**src/rtl/cordic_arbiter.sv**
```systemverilog
// Round-robin front end sharing one fixed-latency CORDIC between two
// requesters, with tag tracking, credit control and per-requester FIFOs.
module cordic_arbiter #(
  parameter int W     = 32,
  parameter int LAT   = 3,
  parameter int DEPTH = 4
) (
  input  logic         clk,
  input  logic         rst,
  input  logic         req0_valid,
  output logic         req0_ready,
  input  logic [W-1:0] req0_data,
  input  logic         req1_valid,
  output logic         req1_ready,
  input  logic [W-1:0] req1_data,
  output logic [W-1:0] cordic_dataa,
  input  logic [W-1:0] cordic_result,
  output logic         rsp0_valid,
  input  logic         rsp0_ready,
  output logic [W-1:0] rsp0_data,
  output logic         rsp1_valid,
  input  logic         rsp1_ready,
  output logic [W-1:0] rsp1_data,
  output logic         busy
);

  localparam int AW = $clog2(DEPTH);
  localparam int CW = AW + 1;

  logic [1:0] elig;
  logic [1:0] grant;
  logic [1:0] push;
  logic [1:0] pop;
  logic [1:0] rsp_rdy;

  logic           ptr_q, ptr_d;
  logic [LAT-1:0] tv_q, tv_d;
  logic [LAT-1:0] tid_q, tid_d;
  logic [W-1:0]   dataa_q, dataa_d;

  logic [1:0][CW-1:0] cred_q, cred_d;
  logic [1:0][CW-1:0] cnt_q, cnt_d;
  logic [1:0][AW-1:0] wp_q, wp_d;
  logic [1:0][AW-1:0] rp_q, rp_d;

  logic [1:0][DEPTH-1:0][W-1:0] mem_q, mem_d;

  assign rsp_rdy = {rsp1_ready, rsp0_ready};

  always_comb begin
    elig[0] = req0_valid && (cred_q[0] < CW'(DEPTH));
    elig[1] = req1_valid && (cred_q[1] < CW'(DEPTH));
    grant   = 2'b00;
    // On a tie the requester that did not win last time goes first
    unique case (1'b1)
      (elig == 2'b11): grant = ptr_q ? 2'b01 : 2'b10;
      (elig == 2'b01): grant = 2'b01;
      (elig == 2'b10): grant = 2'b10;
      default:         grant = 2'b00;
    endcase
  end

  always_comb begin
    ptr_d   = ptr_q;
    dataa_d = dataa_q;
    if (grant[1]) begin
      ptr_d   = 1'b1;
      dataa_d = req1_data;
    end else if (grant[0]) begin
      ptr_d   = 1'b0;
      dataa_d = req0_data;
    end
    tv_d[0]  = |grant;
    tid_d[0] = grant[1];
    for (int i = 1; i < LAT; i++) begin
      tv_d[i]  = tv_q[i-1];
      tid_d[i] = tid_q[i-1];
    end
  end

  always_comb begin
    push[0] = tv_q[LAT-1] && !tid_q[LAT-1];
    push[1] = tv_q[LAT-1] && tid_q[LAT-1];
    mem_d   = mem_q;
    for (int r = 0; r < 2; r++) begin
      pop[r]  = (cnt_q[r] != '0) && rsp_rdy[r];
      cred_d[r] = cred_q[r] + CW'(grant[r])
                - CW'(pop[r]);
      cnt_d[r] = cnt_q[r] + CW'(push[r])
               - CW'(pop[r]);
      wp_d[r] = wp_q[r] + AW'(push[r]);
      rp_d[r] = rp_q[r] + AW'(pop[r]);
      if (push[r]) begin
        mem_d[r][wp_q[r]] = cordic_result;
      end
    end
  end

  always_ff @(posedge clk) begin
    if (!rst) begin
      ptr_q   <= 1'b0;
      tv_q    <= '0;
      tid_q   <= '0;
      dataa_q <= '0;
      cred_q  <= '0;
      cnt_q   <= '0;
      wp_q    <= '0;
      rp_q    <= '0;
    end else begin
      ptr_q   <= ptr_d;
      tv_q    <= tv_d;
      tid_q   <= tid_d;
      dataa_q <= dataa_d;
      cred_q  <= cred_d;
      cnt_q   <= cnt_d;
      wp_q    <= wp_d;
      rp_q    <= rp_d;
    end
  end

  always_ff @(posedge clk) begin
    mem_q <= mem_d;
  end

  assign req0_ready   = grant[0];
  assign req1_ready   = grant[1];
  assign cordic_dataa = dataa_q;
  assign rsp0_valid   = cnt_q[0] != '0;
  assign rsp1_valid   = cnt_q[1] != '0;
  assign rsp0_data    = mem_q[0][rp_q[0]];
  assign rsp1_data    = mem_q[1][rp_q[1]];
  assign busy = (|tv_q) || rsp0_valid || rsp1_valid;

`ifndef SYNTHESIS
  always_ff @(posedge clk) begin
    if (rst) begin
      assert (!(push[0] && cnt_q[0] == CW'(DEPTH)))
        else $error("fifo0 push while full");
      assert (!(push[1] && cnt_q[1] == CW'(DEPTH)))
        else $error("fifo1 push while full");
    end
  end
`endif

endmodule
```
**config.mk**
```make
export PLATFORM = sky130hd
export DESIGN_NAME = cordic_arbiter
export DESIGN_NICKNAME = d
export VERILOG_FILES = /design/src/rtl/cordic_arbiter.sv
export SDC_FILE = /design/constraint.sdc
export NUM_CORES = 1
export LEC_CHECK = 0
export CORE_MARGIN = 5
export CORE_UTILIZATION = 50
export CTS_CLUSTER_DIAMETER = 30
export DETAILED_ROUTE_END_ITERATION = 6
export PLACE_DENSITY_LB_ADDON = 0.1
export SYNTH_ARGS = -nofsm -noshare
export SYNTH_HDL_FRONTEND = slang
export SYNTH_SLANG_ARGS = --single-unit
```
**constraint.sdc**
```tcl
create_clock -name clk -period 6.01 [get_ports clk]
set_clock_uncertainty 0.1 [all_clocks]
set_input_delay 0.601 -clock clk [delete_from_list [all_inputs] [get_ports clk]]
set_output_delay 0.601 -clock clk [all_outputs]
set_load 0.01 [all_outputs]
```
==> flow_summary.ini <==
[min_path]
hp-class = reg -> reg

[synthesis]
yosys_warnings = 0
synth_flop_cell = edfxtp_1
syn_area_per_cell_um2 = 18.6
ys_types = 39
seq_area_frac_synth = 0.727
syn_inst = 655
netlist_area_um2 = 12200
synthArstFlopShare = 0
synth_nets = 768
ys_ff_latch = 315
synth_edf_count = 256

[cts]
clk_latency_ns = 0.56
holdBufCountCts = 0
h-tree-depth = 2
ctsLongestPathBuffers = 3
cts.sinks = 315
cts_setup_buffers = 0
root_buffer = clkbuf_16
clk_pin_slew_ns = 0.05
cts_tree = done
cts_made_buffers = 54
cts_resized = 0

[drt]
drtIter0Drc = 337
dr.pass1.iters = 5
wl_mm = 27.7
drc_errors = 0
wl_per_cell_um = 22.2
viasPerCell = 5.54
vias = 6917
ant_nets = 0

[finish]
fin_util = 0.669
final_layout_size_suffix_gt1_frac = 0.189
diodes = 0
final_nets = 992
area_growth_pct = 32.6

[power]
p_seq_frac = 0.374
p_total_uw = 6830
leakage_uw = 0.00534
vdd_ir_drop_max_uv = 253
p_sw_frac = 0.258
p_sw_uw = 1760
power_frac_comb = 0.195
p_int_uw = 5070
p_clk_frac = 0.431
powerDensity_nw_per_um2 = 422

[global_route]
grt_usage = 0.200
grt_antenna_before_repair = 2
grt_max_degree = 67
grt_overflow = 0
grt_pass1_wl_mm = 43.5
first_global_vias = 7623

[sta]
fin_setup_tns_ns = 0
fmax_ghz = 0.293
finalMaxSlewViolations = 0
worst_slack_ns = 2.59
max_slew_margin = 0.302
worst_hold_slack_ns = 0.339
rsz0062_at_grt = false
worst_slew_pin_slew_ns = 1.05
setup_viol = 0
hold_viol_final = 0
min_period_over_period = 0.569
finalCriticalPeriod_ns = 3.42

[worst_setup_path]
criticalPathCategory = reg -> out
startpoint_type = flip-flop
crit_arrival_ns = 2.72
cp.required_ns = 5.31
crit_fanout = 32
crit_path_end_kind = output pin

[floorplanning]
io_pins = 203
initial_core_util = 0.504
dieHeight_um = 166
core_area_um2 = 24200
rows = 57
die-width_um = 166
dieArea_um2 = 27600

[run]
maxCapViolations = 0

[placed_design]
dpl.hpwl_mm = 16.3
place.gp.congestion = 0.903
dp_slack_ns = 2.80
io_buffers = 202

[status]
run_status = completed
[flip-flops by register name (all words and copies together) (netlist names)]
| register | flops |
|---|---|
| ptr_q | 1 |
| wp_q | 4 |
| tid_q | 3 |
| cred_q | 6 |
| rp_q | 4 |
| mem_q | 256 |
| cordic_dataa | 32 |
| cnt_q | 6 |
| tv_q | 3 |
[cells by family (layout without fill, tap and decap cells)]
group	count (synthesis)	in the layout	synth area share
compound gates	70	70	0.0413
xor+xnor	12	12	0.00862
fa+ha+maj	11	11	0.0138
buf+inv	58	327	0.0337
flops	315	315	0.727
mux	66	66	0.122
simple gates	123	123	0.0531
[layout make-up]
class | count | area, um2
Clock buffer | 60 | 1370
Clock inverter | 41 | 409
Fill cell | 1618 | 8000
Inverter | 11 | 41.3
Multi-Input combinational cell | 282 | 2950
Sequential cell | 315 | 8870
Tap cell | 324 | 405
Timing Repair Buffer | 215 | 2120
[final timing paths]
path	depth (start not counted)	end	slack, ns	startpoint
setup reg to reg	7	cred_q[5]$_SDFF_PN0_	3.50	cred_q[5]$_SDFF_PN0_
setup / recovery	3	rsp0_data[31]	2.59	rp_q[0]$_SDFF_PN0_
hold / removal	1	tid_q[2]$_SDFF_PN0_	0.34	tid_q[1]$_SDFF_PN0_
hold reg to reg	1	tid_q[2]$_SDFF_PN0_	0.34	tid_q[1]$_SDFF_PN0_
[cells in the mapped netlist (10+ instances only)]
| master | instances | area [um2] |
|---|---|---|
| edfxtp_1 | 256 | 7690 |
| nand3_1 | 62 | 310 |
| dfxtp_1 | 59 | 1180 |
| mux4_2 | 56 | 1260 |
| a31oi_1 | 31 | 194 |
| o211ai_1 | 31 | 233 |
| nor2_1 | 17 | 63.8 |
| and2_1 | 16 | 100 |
| buf_4 | 15 | 113 |
| buf_2 | 13 | 65.1 |
| clkbuf_1 | 10 | 37.5 |
| inv_1 | 10 | 37.5 |
[metrics by stage]
stage	std cells	area, um2
6_report	1248	16200
5_1_grt	1248	16200
4_1_cts	1248	16200
3_5_place_dp	1147	14400
3_3_place_gp	1147	14400
2_1_floorplan	655	12200
[routing by layer]
layer,vias up,GRT usage,routed length [um]
met5,-,0,32
met4,4,0.0545,550
met3,45,0.0743,2540
met2,288,0.342,13900
met1,3468,0.240,10700
li1,3112,-,-
[layout by cell type (no fill, tap or decap), types with 2 or more instances in the layout]
| cell type | count |
|---|---|
| a21oi_1 | 2 |
| a31oi_1 | 31 |
| and2_1 | 16 |
| and3_2 | 2 |
| buf_4 | 13 |
| bufinv_16 | 5 |
| clkbuf_1 | 6 |
| clkbuf_16 | 54 |
| clkdlybuf4s50_1 | 202 |
| clkinv_1 | 8 |
| clkinv_2 | 5 |
| clkinv_4 | 4 |
| clkinvlp_4 | 8 |
| dfxtp_1 | 55 |
| dfxtp_2 | 4 |
| edfxtp_1 | 256 |
| fa_1 | 4 |
| ha_1 | 7 |
| inv_1 | 10 |
| inv_6 | 11 |
| mux2i_1 | 2 |
| mux4_1 | 8 |
| mux4_2 | 56 |
| nand2_1 | 5 |
| nand3_1 | 62 |
| nor2_1 | 16 |
| nor2b_2 | 2 |
| nor3_1 | 4 |
| nor3b_2 | 3 |
| o211ai_1 | 31 |
| o311ai_0 | 2 |
| or3_1 | 2 |
| xnor2_1 | 4 |
| xor2_1 | 8 |
[power groups by stage]
stage / Sequential, uW / Combinational, uW / Clock (uW)
floorplan: 2560 / 865 / 0
global placement: 2590 / 1340 / 0
detailed placement: 2600 / 1350 / 0
CTS: 2560 / 1360 / 2990
global route: 2570 / 1450 / 3100
finish: 2560 / 1330 / 2940
[worst max-delay path: stages, from the launching register on]
cell	delay [ns]
dfxtp_2	0.34
buf_4	0.56
mux4_1	0.73
clkdlybuf4s50_1	0.52
Power figures use the tool's default switching activity.
==> edit 1 (config.mk and constraints unchanged) <==
Change the parameter `LAT` from 3 to 5.
--- a/src/rtl/cordic_arbiter.sv
+++ b/src/rtl/cordic_arbiter.sv
@@ -3,5 +3,5 @@
 module cordic_arbiter #(
   parameter int W     = 32,
-  parameter int LAT   = 3,
+  parameter int LAT   = 5,
   parameter int DEPTH = 4
 ) (
Behaviour: not the same (Yosys sat finds a counterexample within 10 cycles, from zero or initial values and one cycle with rst low).
==> edit 1 against the unedited design <==
Final area increased by 0.15%; largest power group unchanged; combinational power decreased by 8%; area after synthesis decreased by 0.66%; setup slack got worse by 0.12 ns; first-iteration DRC count increased by 22%; core utilization up 0.30 points; total power fell by 1.4%; critical path type unchanged; final cell count up 0.40%; clock power is 3% lower; sequential cell count increased by 4; wire length fell by 1.6%; global-route usage shrank 0.15 points.
==> edit 1: results (changes against the unedited design) <==
| Metric | Value |
|---|---|
| Status | `finished clean` |
| Initial antenna violation count | `0 (-2)` |
| Worst Path Arrival | `2.83 ns (+0.11 ns)` |
| Overflow after GRT | `0 (unchanged)` |
| Setup bufs post-CTS | `0 (unchanged)` |
| Number of synthesized flops with an enable pin | `256 (unchanged)` |
| Number of library cell types mapped by synthesis | `38 (-2.6%)` |
| Syn Inst Count | `663 (+1.2%)` |
| Leakage | `5.360 nW (+0.34%)` |
| Post-DP HPWL | `17.45 mm (+6.8%)` |
| Number of global-route vias before repair | `7618 (-0.066%)` |
| Placed cells | `1157 (+0.87%)` |
| Largest Register | `mem_q` |
| Syn_nets | `776 (+1.0%)` |
| Non-filler cells, final | `1253 (+0.40%)` |
| Placer Congestion | `0.8609 (-4.6%)` |
| TritonCTS buffer count | `53 (-1.9%)` |
| Slew @ Worst Pin | `1.001 ns (-0.04607 ns)` |
| VDD IR max | `0.0002669 V (+5.7%)` |
| Later-pin clock latency in the skew report | `0.53 ns (-0.03 ns)` |
| Clock-pin slew on the worst setup and hold paths | `0.05 ns (about the same)` |
| Seq/Total Area, Yosys | `73.88% (+1.1 points)` |
| CP peak stage delay | `0.76 ns (+0.03 ns)` |
| # diodes | `0 (unchanged)` |
| Main synth FF type | `edfxtp_1` |
| Final nets | `1001 (+0.91%)` |
| GRT Resource Usage Total | `19.82% (-0.15 points)` |
| CP max FO | `18 (-44%)` |
| Largest cells by area after synthesis | `edfxtp_1 63%, mux4_2 12%, dfxtp_1 10%` |
| PostCTS Resize Cnt | `0 (unchanged)` |
| Slowest CP cell | `dfxtp_2` |
| Layout cell share with drive strength beyond 1 | `19.48% (+0.54 points)` |
| Largest net degree at the start of global routing | `39 (-42%)` |
| Worst path top cell family by delay | `buffers and inverters` |
| Async SR Flop Fraction | `0% (unchanged)` |
| Port-buffer cells | `202 (unchanged)` |
| NetSw | `1.702 mW (-3.5%)` |
| Avg WL per Cell | `21.76 um (-2.0%)` |
| First-pass GRT wire length | `43.16 mm (-0.78%)` |
| DR pass1 iterations | `7 (+2)` |
| Initial DRC count | `411 (+22%)` |
| Via count | `6942 (+0.36%)` |
| Root Driver | `clkbuf_16` |
| Worst hold path type | `flip-flop to flip-flop` |
| Synth top cells by count | `256 x edfxtp_1, 64 x mux4_2, 63 x dfxtp_1, 62 x nand3_1` |
-- edit 1: cell families (layout without fill, tap and decap cells) --
kind of cell,count (synthesis),in the layout,synth area share (%)
compound gates,70,70,3.998
xor+xnor,12,12,0.8677
flops,319,319,73.88
buf+inv,59,325,2.231
simple gates,126,126,5.578
mux,66,66,12.06
fa+ha+maj,11,11,1.384
-- edit 1: worst paths after layout --
path,from,cells past startpoint,slack (ns),end
worst min-delay path,tid_q[2],1,0.33,tid_q[3]
worst max-delay path,rp_q[2],3,2.48,rsp1_data[17]
worst min register to register,tid_q[2],1,0.33,tid_q[3]
worst max register to register,tv_q[4],3,3.36,mem_q[2]
-- edit 1: final cells by class --
type | instances | area [sq um]
clock buffer | 59 | 1349
sequential | 319 | 8956
fill | 1703 | 7909
clock inverter | 37 | 370.4
timing repair buffer | 218 | 2142
inverter | 11 | 41.29
multi-input combinational | 285 | 2933
tap | 324 | 405.4
-- edit 1: per-layer routing --
layer	up-vias	share of wire, %	GRT usage (%)
met5	-	0	0
met4	0	2.5	5.846
met3	55	9.9	7.245
met2	299	49	32.94
met1	3451	38	24.65
li1	3137	-	-
-- edit 1: power by group through the flow --
stage          sequential, mW  clock, mW  combinational, mW
2_1_floorplan            2.57          0              0.776
3_3_place_gp             2.69          0               1.22
3_5_place_dp             2.69          0               1.24
4_1_cts                  2.65       2.91               1.25
5_1_grt                  2.67       3.03               1.33
6_report                 2.64       2.86               1.23
-- edit 1: through the flow --
stage | hold WS (ns) | cell area (sq um) | setup WS [ns]
6_report | 0.3294 | 16200 | 2.478
2_1_floorplan | 0.3119 | 12110 | 2.428
5_1_grt | 0.3583 | 16200 | 2.258
4_1_cts | 0.3307 | 16200 | 2.388
3_3_place_gp | 0.3191 | 14480 | 2.935
3_5_place_dp | 0.3187 | 14480 | 2.895
==> edit 2 (same settings) <==
Without the edit above. Take the reset off `dataa_q`, `wp_q` and `rp_q` and load them in a clocked block of their own.
--- a/src/rtl/cordic_arbiter.sv
+++ b/src/rtl/cordic_arbiter.sv
@@ -102,19 +102,19 @@
       tv_q    <= '0;
       tid_q   <= '0;
-      dataa_q <= '0;
       cred_q  <= '0;
       cnt_q   <= '0;
-      wp_q    <= '0;
-      rp_q    <= '0;
     end else begin
       ptr_q   <= ptr_d;
       tv_q    <= tv_d;
       tid_q   <= tid_d;
-      dataa_q <= dataa_d;
       cred_q  <= cred_d;
       cnt_q   <= cnt_d;
-      wp_q    <= wp_d;
-      rp_q    <= rp_d;
     end
+  end
+
+  always_ff @(posedge clk) begin
+    dataa_q <= dataa_d;
+    wp_q    <= wp_d;
+    rp_q    <= rp_d;
   end
 
Behaviour: not the same (Yosys sat finds a counterexample within 4 cycles, from zero or initial values and one cycle with rst low).
==> edit 2 against the unedited design <==
Wire length fell by 15%; final area fell by 0.25%; total power rose by 10%; area after synthesis fell by 2.4%; setup slack got worse by 0.11 ns; sequential cell count did not move; count of clock-buffer cells in the layout did not move; via count fell by 15%; highest routed layer is now met4.
==> edit 2: results (changes against the unedited design) <==
| Metric | Value |
|---|---|
| Status | `finished clean` |
| CP peak stage delay | `0.65 ns (-0.08 ns)` |
| Async SR Flop Fraction | `0% (unchanged)` |
| Grt met3 use | `7.378% (-0.049 points)` |
| Top Metal Used | `met4` |
| Initial DRC count | `270 (-20%)` |
| WL met2 | `11.84 mm (-15%)` |
| Nonclk buf count | `214 (-0.47%)` |
| Number of synthesized flops with an enable pin | `288 (+13%)` |
| R2r worst-path depth | `10 (+3)` |
| Hold EP | `tid_q[1]` |
| Fin util | `68.73% (+1.8 points)` |
| Slew @ Worst Pin | `1.079 ns (+0.03217 ns)` |
| GRT Resource Usage Total | `18.07% (-1.9 points)` |
| Metal-1 WL | `8.837 mm (-17%)` |
| Terminus of the critical flop-to-flop path | `cred_q[5]` |
| Final min period | `3.525 ns (+0.1084 ns)` |
| Largest net degree at the start of global routing | `35 (-48%)` |
| Fraction of area in multi-input gates | `15.80% (-2.4 points)` |
| Leakage | `5.537 nW (+3.6%)` |
| Number of global-route vias before repair | `6441 (-16%)` |
| Number of library cell types mapped by synthesis | `30 (-23%)` |
| Synth top cells by count | `288 x edfxtp_1, 64 x mux4_2, 29 x mux2_4, 27 x dfxtp_1, 13 x nor2_1` |
| Worst Path Arrival | `2.82 ns (+0.10 ns)` |
| Layout cell share with drive strength beyond 1 | `26.01% (+7.1 points)` |
| Worst reg2reg startpoint | `cnt_q[4]` |
| Placed cells | `1035 (-9.8%)` |
| Met1 Track Usage GR | `22.33% (-1.7 points)` |
| Reg area | `9194 sq um (+3.6%)` |
| R2r setup slk | `3.41 ns (-0.09 ns)` |
| Switching share of power | `26.40% (+0.58 points)` |
| Setup bufs post-CTS | `0 (unchanged)` |
| Syn_nets | `637 (-17%)` |
| Largest cells by area after synthesis | `edfxtp_1 73%, mux4_2 12%, dfxtp_1 4.5%` |
| Avg WL per Cell | `20.80 um (-6.3%)` |
| Slowest CP cell | `dfxtp_2` |
| Post-DR vias/cell | `5.163 (-6.9%)` |
| Inverters | `10 (-1)` |
| First-pass GRT wire length | `36.58 mm (-16%)` |
| Syn Inst Count | `524 (-20%)` |
| VDD IR max | `0.0002881 V (+14%)` |
| Largest Register | `mem_q` |
| Met2 global-route usage | `29.79% (-4.4 points)` |
| Met3 wire len | `2.615 mm (+3.0%)` |
| Worst slack, placed | `2.807 ns (+0.002790 ns)` |
| Final hold slack | `0.3315 ns (-0.007988 ns)` |
| Fillers | `1469 (-9.2%)` |
| Clock-cell share of area | `11.39% (+0.37 points)` |
| Via count | `5875 (-15%)` |
| Final nets | `886 (-11%)` |
| Post-DP HPWL | `14.85 mm (-9.1%)` |
| Multi-input gates | `178 (-37%)` |
| Overflow after GRT | `0 (unchanged)` |
| Seq/Total Area, Yosys | `77.20% (+4.5 points)` |
| DR pass1 iterations | `4 (-1)` |
| Initial antenna violation count | `0 (-2)` |
| Placement Cell Area | `14280 sq um (-0.74%)` |
| CP max FO | `21 (-34%)` |
| Signal buffers share of area | `13.11% (about the same)` |
| Placer Congestion | `0.7278 (-19%)` |
## edit 2: worst max path at each step
stage                           from            end
after floorplan              tv_q[2]       mem_q[0]
after global placement    req1_valid     req1_ready
after detailed placement  req1_valid     req1_ready
after CTS                    rp_q[2]  rsp1_data[30]
after global routing         rp_q[2]  rsp1_data[30]
final                        rp_q[2]  rsp1_data[30]
## edit 2: kinds of logic (layout without fill, tap and decap cells)
kind of cell	after synthesis	count (layout)	synth area share, %
compound gates	2	2	0.08410
xor+xnor	13	13	0.9566
fa+ha+maj	11	11	1.409
buf+inv	31	326	1.703
flops	315	315	77.20
mux	98	98	16.22
simple gates	54	54	2.428
## edit 2: power groups by stage
stage	logic (mW)	registers, mW	clock network (mW)
finish	1.78	2.79	2.97
global route	1.92	2.81	3.14
CTS	1.82	2.79	3.02
detailed placement	1.81	2.83	0
global placement	1.79	2.82	0
floorplan	1.09	2.68	0
## edit 2: critical path: cells and delay by family, from the launching register on
family   cells  cell delay, ns
flops        1            0.65
mux          1            0.55
buf+inv      2            1.04
